`src/rtl/pooled_pixel_streamer.sv`:
```
// pooled_pixel_streamer: captures a flat pooled frame on start and streams it
// out one pixel per valid/ready transfer in index order, then pulses done.
module pooled_pixel_streamer #(
    parameter int resolution    = 8,
    parameter int pixels_number = 196,
    parameter int addr_width    = $clog2(pixels_number)
) (
    input  logic                                clk,
    input  logic                                reset,
    input  logic                                start,
    input  logic [resolution*pixels_number-1:0] pixels_averaged,
    output logic                                busy,
    output logic [resolution-1:0]               pixel_out,
    output logic [addr_width-1:0]               pixel_addr,
    output logic                                pixel_valid,
    input  logic                                pixel_ready,
    output logic                                last,
    output logic                                done
);

    typedef enum logic [1:0] {
        IDLE,
        STREAM,
        DONE
    } state_t;

    localparam logic [addr_width-1:0] last_addr = addr_width'(pixels_number - 1);

    state_t                               state;
    state_t                               state_next;
    logic [resolution*pixels_number-1:0]  snapshot;
    logic                                 capture;
    logic                                 xfer;
    logic                                 at_last;

    // start is only honoured from IDLE; a start seen in DONE is simply dropped
    assign capture = (state == IDLE) && start;
    assign xfer    = pixel_valid && pixel_ready;
    assign at_last = (pixel_addr == last_addr);

    // State register
    always_ff @(posedge clk or posedge reset) begin
        // NOTE: sequential state uses non-blocking assignments so every register
        // samples the pre-edge values and simulation order cannot matter.
        if (reset) begin
            state <= IDLE;
        end else begin
            state <= state_next;
        end
    end

    // Next-state logic: IDLE -> STREAM on start, STREAM -> DONE after the last
    // transfer, DONE lasts exactly one cycle
    always_comb begin
        // NOTE: default first so every path assigns state_next and no latch is inferred.
        state_next = state;
        case (state)
            IDLE:    if (start)           state_next = STREAM;
            STREAM:  if (xfer && at_last) state_next = DONE;
            DONE:                         state_next = IDLE;
            default:                      state_next = IDLE;
        endcase
    end

    // Snapshot capture and pixel index; index only moves on an accepted transfer
    always_ff @(posedge clk or posedge reset) begin
        // NOTE: the wide snapshot register is reset on purpose so a reset frame
        // can never leak stale pixel data; it is a register, not a RAM.
        if (reset) begin
            snapshot   <= '0;
            pixel_addr <= '0;
        end else if (capture) begin
            snapshot   <= pixels_averaged;
            pixel_addr <= '0;
        end else if (xfer) begin
            pixel_addr <= at_last ? '0 : pixel_addr + 1'b1;
        end
    end

    // Outputs are decoded from registers only, so they hold under backpressure
    assign pixel_valid = (state == STREAM);
    assign busy        = (state == STREAM) || (state == DONE);
    assign done        = (state == DONE);
    assign last        = pixel_valid && at_last;
    assign pixel_out   = pixel_valid ? snapshot[pixel_addr*resolution +: resolution]
                                     : '0;

endmodule

```
`config.mk`:
```
export PLATFORM = sky130hd
export DESIGN_NAME = pooled_pixel_streamer
export DESIGN_NICKNAME = d
export VERILOG_FILES = /design/src/rtl/pooled_pixel_streamer.sv
export SDC_FILE = /design/constraint.sdc
export NUM_CORES = 2
export LEC_CHECK = 0
export BUFFER_PORTS_ARGS = -buffer_cell sky130_fd_sc_hd__clkbuf_2
export CORE_AREA = 10 10 609 611
export DETAILED_ROUTE_END_ITERATION = 8
export DIE_AREA = 0 0 619 621
export GPL_TIMING_DRIVEN = 0
export SLEW_MARGIN = 10
export SYNTH_ARGS = -nofsm -noshare
export SYNTH_HDL_FRONTEND = slang
export SYNTH_SLANG_ARGS = --single-unit
```
`constraint.sdc`:
```
create_clock -name clk -period 98.3 [get_ports clk]
set_input_delay 4.915 -clock clk [delete_from_list [all_inputs] [get_ports clk]]
set_output_delay 4.915 -clock clk [all_outputs]
set_load 0.02 [all_outputs]
```
* Word level (Yosys, flattened, before mapping)
Cells that the tools add are included.
Word-level totals: flip-flop bits (word level) 1578, bits in latches 0, memory bits (writable) 0, memory bits (read-only) 0, input bits 1572, output and inout bits 20, word-level logic and storage cells 25, memories 0
Operators by class: add/sub/neg operators 1, $mul 0, div/mod/pow operators 0, magnitude comparators 0, eq/ne operators 5, shifts and indexed selects 1, muxes and demuxes 7, bitwise gates (word level) 0, reduce and logical (&&, ||, !) cells 8
Operator list (number):
- 1568-bit by 12-bit variable part select with 8-bit output | 1
- 8-bit two-way mux | 4
- 8-bit by 1-bit adder with 8-bit output, second input constant | 1
- 8-bit == test, second input constant | 1
- 1-bit logical AND | 4
- 2-bit two-way mux | 2
- 2-bit one-hot mux with 2 select lines | 1
- 2-bit by 1-bit == test with 1-bit output, second input constant | 1
- 2-bit == test, second input constant | 1
- 2-bit zero test | 1
- 2-bit by 1-bit inequality test with 1-bit output, second input constant | 1
- 2-bit inequality test, second input constant | 1
- 2-bit AND reduction | 1
- 2-bit nonzero test | 1
- 1-bit logical OR | 1

* Depth between registers and ports, before layout
depth after elaboration 5, mapped depth 11

* Worst setup path after synthesis
OpenSTA, ideal clock, no wires.
path kind flip-flop to output port, from register pixel_addr[0], to output pixel_out[5], arrival 2520 ps, path slack 90865 ps, cell stages (with the launch flop) 12, path buffers 5, cells stage by stage dfrtp_1 buf_6 buf_8 buf_8 buf_6 nor2_1 buf_6 a221oi_1 nand2_1 a221oi_1 nor3_1 a211oi_1
On the way: longest elaborated chain between the ends 2
RTL lines:
- start, declared | RTL line 14 | output logic [addr_width-1:0] pixel_addr,
- start signal, assigned | RTL line 76 | pixel_addr <= at_last ? '0 : pixel_addr + 1'b1;
- 1568-bit by 12-bit variable part select with 8-bit output | RTL line 85 | assign pixel_out = pixel_valid ? snapshot[pixel_addr*resolution +: resolution]
- 8-bit two-way mux | RTL line 85
- end, declared | RTL line 13 | output logic [resolution-1:0] pixel_out,
No other way between the ends.

* Final worst setup path
from register pixel_addr[1], to output pixel_out[5]
The elaborated chain is that of the path after synthesis.

==> flow_metrics.py <==
metrics = {
    "logic_synthesis": {
        "synth-async-reset-ratio": 1.00,
        "yosysUniqueCellTypes": 67,
        "synth_area_leader_cell": "dfrtp_1",
        "postSynth.topFlopCell": "dfrtp_1",
        "ys_top_cells_by_area": "dfrtp_1, nand2_1, mux4_2",
        "synth_fp_nets": 9370,
        "synth_area_per_cell_sq_um": 9.24,
        "ys_ff_latch": 1578,
        "yosys_warnings": 0,
        "synthDominantCellAreaShare": 0.548,
        "seq_area_frac_synth": 0.548,
        "synth_edf_count": 0,
        "syn-instance-count": 7792,
        "netlist_area_sq_mm": 0.0720,
    },
    "route": {
        "vias": 68500,
        "detail_route.iter0.violations": 7908,
        "drt_drc_violations_left": 0,
        "drt-total-wl_mm": 529,
        "post_drt_wl_per_cell_microns": 36.2,
        "drt-pass1-iter-count": 6,
        "detail_route.vias_per_cell": 4.68,
        "postRouteAntennaNets": 0,
    },
    "timing": {
        "period_utilization": 0.118,
        "finalSetupTns_ns": 0,
        "timing.final.max_slew_violations": 0,
        "setup_violations": 0,
        "finalHoldViolations": 0,
        "finClkSkew_ns": 0.0771,
        "slew_limit_headroom": 0.117,
        "max_freq_mhz": 86.4,
        "worst_pin_slew_ns": 1.33,
        "rsz0062_at_grt": "false",
        "finalWorstPathRequiredPeriod_ns": 11.57,
    },
    "power": {
        "pwr_density_cell_mw_per_mm2": 34.6,
        "power.ir.vdd_worst_mv": 0.0176,
        "leakagePower_nw": 48.4,
    },
    "cts": {
        "cts-buffers-inserted": 189,
        "tritoncts_num_sinks": 1578,
        "cts.reportedPaths.clkPinSlew_ns": 0.06,
        "clock_latency_ns": 0.95,
        "hold_buffers": 0,
        "cts_root_buffer": "clkbuf_16",
        "cts-htree-levels": 4,
        "post-cts-setup-buffers": 0,
        "tritoncts": "built",
        "postCtsResizedCells": 0,
        "clock_path_buffers": 4,
    },
    "placement": {
        "port-buffer-count": 1591,
        "routabilityCongestion": 0.967,
        "dpl.cell_count": 14200,
        "dp_hpwl_mm": 427,
    },
    "job": {
        "cap_viol_max_count": 0,
    },
    "worst_hold_path": {
        "hold_path_startpoint": "snapshot[309]",
        "hold_path.class": "flip-flop to flip-flop",
    },
    "final_layout": {
        "final_net_count": 11200,
        "final-instance-count-excl-fill": 14600,
        "mostFrequentLayoutCell": "nand2_1",
        "drive_gt1_frac": 0.253,
        "areaGrowthSynthToFinish_pct": 31.0,
        "top_library_cells_by_usage_in_the_layout_fill_and_taps_aside": "nand2_1, clkbuf_2, dfrtp_1",
        "final_util": 0.263,
    },
    "critical_path": {
        "cp_data_required_time_ns": 93.39,
        "critical_path.endpoint_type": "output port",
        "r2r_start": "pixel_addr[2]",
        "critical_path_class": "flip-flop to output port",
        "regToRegSetupSlack_ns": 94.43,
        "critPathMaxFanout": 10,
        "crit_path_start": "pixel_addr[1]",
        "critPathArrivalTime_ns": 6.66,
        "worst_setup_path_start_kind": "flip-flop",
    },
    "grt": {
        "globalRouteOverflowTotal": 0,
        "grt_antenna_before_repair": 170,
        "via_count_of_the_first_global_routing_pass": 68300,
        "grt_use_total": 0.263,
        "grt_first_pass_wirelength_mm": 672,
        "pin_count_of_the_biggest_net_entering_global_routing": 116,
    },
    "floorplanning": {
        "top_level_ports": 1592,
        "die_area_sq_mm": 0.384,
        "floorplan.core_area_sq_mm": 0.358,
        "standard_cell_row_count": 220,
        "dieHeight_microns": 621,
        "initial_core_util": 0.201,
        "fp.dieW_microns": 619,
    },
    "outcome": {
        "outcome": "finished, final reports clean",
    },
}
[worst max-delay path, stage by stage, from the launching register on]
cell	delay [ns]
dfrtp_1	0.38
buf_4	0.25
buf_4	0.47
buf_2	0.62
buf_2	1.00
mux4_2	0.48
a221oi_1	1.03
o21ai_0	0.48
o211ai_1	0.32
buf_6	0.21
a211oi_1	0.09
clkbuf_2	0.26
[routing by layer]
| metal | wire length, microns | track usage | vias to the layer above |
|---|---|---|---|
| li1 | - | - | 28900 |
| met1 | 209000 | 0.327 | 34700 |
| met2 | 255000 | 0.446 | 4017 |
| met3 | 39200 | 0.0550 | 915 |
| met4 | 25100 | 0.105 | 34 |
| met5 | 219 | 0 | - |
[stage by stage]
step	setup slack, ns	area (sq um)	power, W	hold slack, ns
after global routing	86.54	94200	0.00342	0.482
final	86.73	94300	0.00326	0.468
after detailed placement	87.22	87600	0.00252	0.455
after floorplan	48.86	72000	0.00179	0.437
after global placement	28.17	85900	0.00248	0.451
after CTS	86.21	94200	0.00328	0.469
[final timing paths]
path                                  to  depth (start not counted)
setup / recovery            pixel_out[5]                         11
hold / removal             snapshot[309]                          2
setup reg to reg           pixel_addr[2]                          7
hold reg to reg            snapshot[309]                          2
max in group asynchronous  snapshot[936]                          8
min in group asynchronous  snapshot[548]                          2
[power breakdown]
| group | total, W | switching, W | leakage (nW) | internal (W) |
|---|---|---|---|---|
| sequential | 0.00115 | 0.000189 | 19.6 | 0.000958 |
| combinational | 0.00136 | 0.000929 | 25.6 | 0.000429 |
| clock | 0.000758 | 0.000318 | 3.21 | 0.000440 |
[state kept, by name, summed over array words and instances (netlist names)]
register and flops:
snapshot 1568, pixel_addr 8, state 2
[cells in the mapped netlist, types with 3 or more instances]
cell       count
a2111oi_0      5
a211oi_1      16
a21oi_1       72
a221oi_1      23
a22o_1         5
a22oi_1       37
a311oi_1       4
a31oi_1        4
and2_1         8
buf_1         16
buf_2         55
buf_4         21
buf_6         31
buf_8          4
clkbuf_1     370
dfrtp_1     1578
ha_1           6
inv_1         15
mux2_2        13
mux2i_1      206
mux4_1        27
mux4_2       294
nand2_1     4755
nand2b_1       5
nand3_1       15
nor2_1        19
nor2b_1        8
nor3_1        14
nor4_1         4
nor4b_1        3
o211ai_1      21
o21ai_0       31
o221ai_1      38
o22ai_1       20
o41ai_1        6
or3_1          4
or3b_2         3
[cells by family after synthesis]
logic type	count (synthesis)	synth area share
AO/OA/AOI/OAI	294	0.0282
adder cells (fa/ha/maj)	6	0.00104
buffers and inverters	519	0.0335
flip-flops	1578	0.548
multiplexers	542	0.133
AND/OR/NAND/NOR	4853	0.256
[cell type report]
class / count / area, sq um
multi-input combinational: 5695 / 30300
fill: 38600 / 264000
antenna: 65 / 163
buffer: 502 / 2430
sequential: 1578 / 39500
tap: 4773 / 5970
clock inverter: 84 / 1120
inverter: 17 / 71.3
timing repair buffer: 1657 / 9340
clock buffer: 259 / 5470
No activity file was read; power rests on OpenSTA's default activity.
